$ cat config.mk
export PLATFORM = sky130hd
export DESIGN_NAME = remme_hist
export DESIGN_NICKNAME = d
export VERILOG_FILES = /design/src/rtl/remme_hist.sv
export SDC_FILE = /design/constraint.sdc
export NUM_CORES = 1
export LEC_CHECK = 0
export BUFFER_PORTS_ARGS = -buffer_cell sky130_fd_sc_hd__buf_2
export CELL_PAD_IN_SITES_DETAIL_PLACEMENT = 1
export CELL_PAD_IN_SITES_GLOBAL_PLACEMENT = 1
export CORE_AREA = 2 2 59 61
export DETAILED_ROUTE_END_ITERATION = 8
export DIE_AREA = 0 0 61 63
export PLACE_DENSITY_LB_ADDON = 0.1
export SETUP_SLACK_MARGIN = 0.02
export SYNTH_ARGS = -nofsm -noshare
export SYNTH_HDL_FRONTEND = slang
export SYNTH_SLANG_ARGS = --single-unit
$ cat constraint.sdc
create_clock -name clk -period 1.7 [get_ports clk]
set_input_delay 0.255 -clock clk [delete_from_list [all_inputs] [get_ports clk]]
set_output_delay 0.255 -clock clk [all_outputs]
set_load 0.02 [all_outputs]
$ cat src/rtl/remme_hist.sv
// remme_hist: recall-history register for the sequence-tracking path.
//
// Every non-escape word on r is passed to m one cycle later and pushed into a
// circular history of DEPTH entries. Each consecutive all-ones escape word
// returns one history entry, walking from the newest towards the oldest.
//
// Parameters:
//   WIDTH  data width in bits (>= 2); the escape word is all ones
//   DEPTH  number of history entries (>= 1)
//
// Ports:
//   clk     rising-edge clock
//   reset   asynchronous, active-high reset
//   r       input word, sampled on every rising edge
//   m       registered output word
//   recall  registered; 1 when m came from an escape cycle
//   empty   registered; 1 when the history holds no entries
//
// Build option:
//   REMME_HIST_WRAP_EN  when defined, recall past the oldest valid entry wraps
//                       back to the newest; otherwise it holds on the oldest.

module remme_hist #(
  parameter int unsigned WIDTH = 4,
  parameter int unsigned DEPTH = 4
) (
  input  logic             clk,
  input  logic             reset,
  input  logic [WIDTH-1:0] r,
  output logic [WIDTH-1:0] m,
  output logic             recall,
  output logic             empty
);

  localparam int unsigned PtrW = (DEPTH > 1) ? $clog2(DEPTH) : 1;
  localparam int unsigned CntW = $clog2(DEPTH + 1);

  localparam logic [WIDTH-1:0] Esc    = '1;
  localparam logic [PtrW-1:0]  PtrMax = PtrW'(DEPTH - 1);
  localparam logic [PtrW-1:0]  PtrOne = PtrW'(1);
  localparam logic [CntW-1:0]  CntMax = CntW'(DEPTH);
  localparam logic [CntW-1:0]  CntOne = CntW'(1);

  logic [WIDTH-1:0] mem [DEPTH];

  logic [PtrW-1:0]  wr_ptr_q, wr_ptr_d;
  logic [CntW-1:0]  count_q, count_d;
  logic [PtrW-1:0]  rd_off_q, rd_off_d;
  logic [WIDTH-1:0] m_q, m_d;
  logic             recall_q, recall_d;
  logic             empty_q, empty_d;

  logic             is_esc;
  logic [PtrW-1:0]  rd_idx;
  logic             more_left;

  assign is_esc = (r == Esc);

  // (wr_ptr - 1 - rd_off) mod DEPTH with an explicit wrap, so non-power-of-two
  // depths index correctly. In the wrap branch wr_ptr <= rd_off, so the sum
  // stays within 0..DEPTH-1.
  always_comb begin
    rd_idx = '0;
    if (wr_ptr_q > rd_off_q) begin
      rd_idx = wr_ptr_q - rd_off_q - PtrOne;
    end else begin
      rd_idx = PtrMax - rd_off_q + wr_ptr_q;
    end
  end

  // Another, older valid entry exists beyond the current recall distance.
  assign more_left = ((CntW'(rd_off_q) + CntOne) < count_q);

  always_comb begin
    wr_ptr_d = wr_ptr_q;
    count_d  = count_q;
    rd_off_d = rd_off_q;
    m_d      = m_q;
    recall_d = 1'b0;

    if (!is_esc) begin
      wr_ptr_d = (wr_ptr_q == PtrMax) ? '0 : wr_ptr_q + PtrOne;
      count_d  = (count_q == CntMax) ? count_q : count_q + CntOne;
      rd_off_d = '0;
      m_d      = r;
      recall_d = 1'b0;
    end else if (count_q != '0) begin
      m_d      = mem[rd_idx];
      recall_d = 1'b1;
      if (more_left) begin
        rd_off_d = rd_off_q + PtrOne;
      end else begin
`ifdef REMME_HIST_WRAP_EN
        rd_off_d = '0;
`else
        rd_off_d = rd_off_q;
`endif
      end
    end else begin
      m_d      = '0;
      recall_d = 1'b1;
    end

    empty_d = (count_d == '0);
  end

  always_ff @(posedge clk or posedge reset) begin
    if (reset) begin
      wr_ptr_q <= '0;
      count_q  <= '0;
      rd_off_q <= '0;
      m_q      <= '0;
      recall_q <= 1'b0;
      empty_q  <= 1'b1;
    end else begin
      wr_ptr_q <= wr_ptr_d;
      count_q  <= count_d;
      rd_off_q <= rd_off_d;
      m_q      <= m_d;
      recall_q <= recall_d;
      empty_q  <= empty_d;
    end
  end

  // Storage is not reset. A write during reset can only hit entry 0 while
  // count is 0, and that entry is rewritten by the first store before any
  // escape can read it, so reset need not gate the write.
  always_ff @(posedge clk) begin
    if (!is_esc) begin
      mem[wr_ptr_q] <= r;
    end
  end

  assign m      = m_q;
  assign recall = recall_q;
  assign empty  = empty_q;

endmodule

==> out/results.ini <==
[finish]
layout.nets=132
syn_to_final_growth_pct=25.0
final_common_cell=edfxtp_1
final_cell_mix=16 x edfxtp_1, 12 x dfrtp_1, 11 x buf_2
fin_cells=163
diodes=0
drive_gt1_share_pct=37.6

[synthesis]
synth-seq-cells=29
yosysUniqueCellTypes=27
avgSynthCellArea_sq_um=15.1
syn_inst=89
yosys.area.top_type=edfxtp_1
synth_top_cell_area_share_pct=35.8
ys_seq_area_share_pct=60.1
ys_top_cells_by_area=edfxtp_1 36%, dfrtp_1 22%, ha_1 9.3%
yosys_warnings=0
synth_area_sq_um=1340
synthesis.nets=105

[cts]
cts_tree=yes
cts_root_buf=clkbuf_4
htreeDepth=2
cts_buffers=5
path_clk_slew_ns=0.10
clock-sinks=29
cts.path.max_buffers=2
clkLatencyLatePin_ns=0.33

[critical_path]
worstPathMaxFanout=4
crit_path_end_kind=register
cp_common_cell=xnor2_4
worst_ep_arrival_time_ns=1.90
critical_path_class=reg -> reg
required_ns=1.92
critPathMaxStageDelay_ns=0.42
critPathSlowestCell=dfrtp_1
crit_family=flip-flops
startpoint_type=register
cp_num_buf_inv=1
crit_chain=inv_2, ha_4, xnor2_4, xnor2_4, mux4_2, a22o_1

[placed_design]
port_buffers=11
dp_hpwl_um=1780
place_ws_ns=-0.0875
routabilityCongestion=0.720
dp.cells=150

[power]
leakage_nw=0.701
power.density_nw_per_um2=1660
ir_drop_mv=0.687

[route]
viasPerCell=4.94
post_drt_wl_per_cell_um=15.2
totalWireLength_um=2480
wl_met1_um=1160
dr_wl_met2_um=1160
routed.top_layer=met4
vias=806
first_pass_iters=2
antenna_left=0
met3_length_um=129
drt-initial-drc-count=31
drc=0

[floorplanning]
chipHeight_um=63
row_count=21
die_w_um=61
die-area_sq_um=3840
ios=12
start_util_pct=41.6
core-area_sq_um=3230

[grt]
grt_usage_pct=14.6
grt_pass1_wl_um=3960
antenna_found_initial=0
first_global_vias=812
grt_overflow_total=0
grt_max_degree=17

[timing]
fmax_ghz=0.593
finalHoldViolCount=0
fin_crit_ns=1.69
period_share_pct=99.3
tightestPinTransition_ns=0.500
finClkSkew_ns=0.00714
drv_slew=0
setup_violations=0
rsz0062_at_grt=yes
worst_slack_ns=0.0127
slew_headroom_pct=66.6

[worst_hold_path]
hold_path.class=in -> reg

[outcome]
status=finished clean

[job]
drv_cap=0

==> kinds of logic (layout without fill, tap and decap cells) <==
family | count (synthesis) | in the layout | share of synthesized area [%]
multiplexers | 6 | 6 | 9.40
flip-flops | 29 | 29 | 60.1
AO/OA/AOI/OAI | 14 | 14 | 7.36
adder cells (fa/ha/maj) | 10 | 10 | 9.31
XOR/XNOR | 3 | 3 | 3.07
buffers and inverters | 9 | 37 | 2.79
AND/OR/NAND/NOR | 18 | 18 | 8.01
==> final timing paths <==
kind | from | endpoint | slack [ns] | depth (start not counted)
worst max-delay path | rd_off_q[0]$_DFFE_PP0P_ | m[0]$_DFF_PP0_ | 0.01 | 6
worst min-delay path | r[0] | mem[0][0]$_DFFE_PP_ | 0.21 | 1
worst max register to register | rd_off_q[0]$_DFFE_PP0P_ | m[0]$_DFF_PP0_ | 0.01 | 6
worst min register to register | count_q[2]$_DFF_PP0_ | empty$_DFF_PP1_ | 0.59 | 1
max in group asynchronous | reset | empty$_DFF_PP1_ | 0.85 | 3
min in group asynchronous | reset | count_q[2]$_DFF_PP0_ | 0.48 | 3
==> per-layer routing <==
metal / vias to the layer above / GRT usage [%]
met2: 23 / 21.2
met1: 398 / 19.8
li1: 380 / -
met5: - / 0
met4: 0 / 4.89
met3: 5 / 5.59
==> layout make-up <==
class                   count  area [sq um]
inverters                   8          32.5
clock inverters             3          46.3
flip-flops and latches     29           807
multi-input cells          51           563
well taps                  46          57.6
repair buffers             21           136
clock buffers               5          37.5
fillers                   325          1550
==> flip-flops by register name, indices dropped and copies added, names as in the netlist <==
name,count
empty,1
count_q,3
m,4
recall,1
wr_ptr_q,2
mem,16
rd_off_q,2
==> worst reg2reg max path, cell delays in order, from the launching register on <==
cell	delay [ns]
dfrtp_1	0.42
inv_2	0.07
ha_4	0.17
xnor2_4	0.14
xnor2_4	0.24
mux4_2	0.34
a22o_1	0.20
==> power by group <==
part	internal (W)	switching [W]
Combinational	0.000591	0.000551
Sequential	0.000985	0.000106
Clock	0.000311	0.000251
Total	0.00189	0.000908
==> synth_stat cells, drive strengths merged <==
cell    instances
mux4            4
xnor2           3
o22ai           1
dfrtp          12
inv             8
nand4           2
edfxtp         16
and2            4
a211o           1
dfstp           1
nor2            2
buf             1
ha             10
o21ai           3
or3             2
a22o            4
a21boi          1
a31oi           1
nand2           6
nor2b           2
mux2i           1
o32a            1
a21oi           2
mux2            1
==> through the flow <==
step	setup TNS, ns	util, %	hold slack [ns]	area, sq um	power (W)
after detailed placement	-0.384	46.1	0.305	1490	0.00202
after global routing	-0.204	52.0	0.205	1680	0.00299
final	0	52.0	0.214	1680	0.00280
after CTS	-0.0304	49.2	0.201	1590	0.00264
after global placement	-0.0177	46.1	0.306	1490	0.00197
after floorplan	0	-	0.131	1340	0.00177
==> repair_timing <==
action,CTS,global route
endpoints found under the setup margin,6,7
pin swaps,3,5
resized for setup,5,12
hold endpoints to repair,12,0
hold buffers,1,0
setup buffers,0,4
Note: power is estimated with default switching activity, not from simulation.
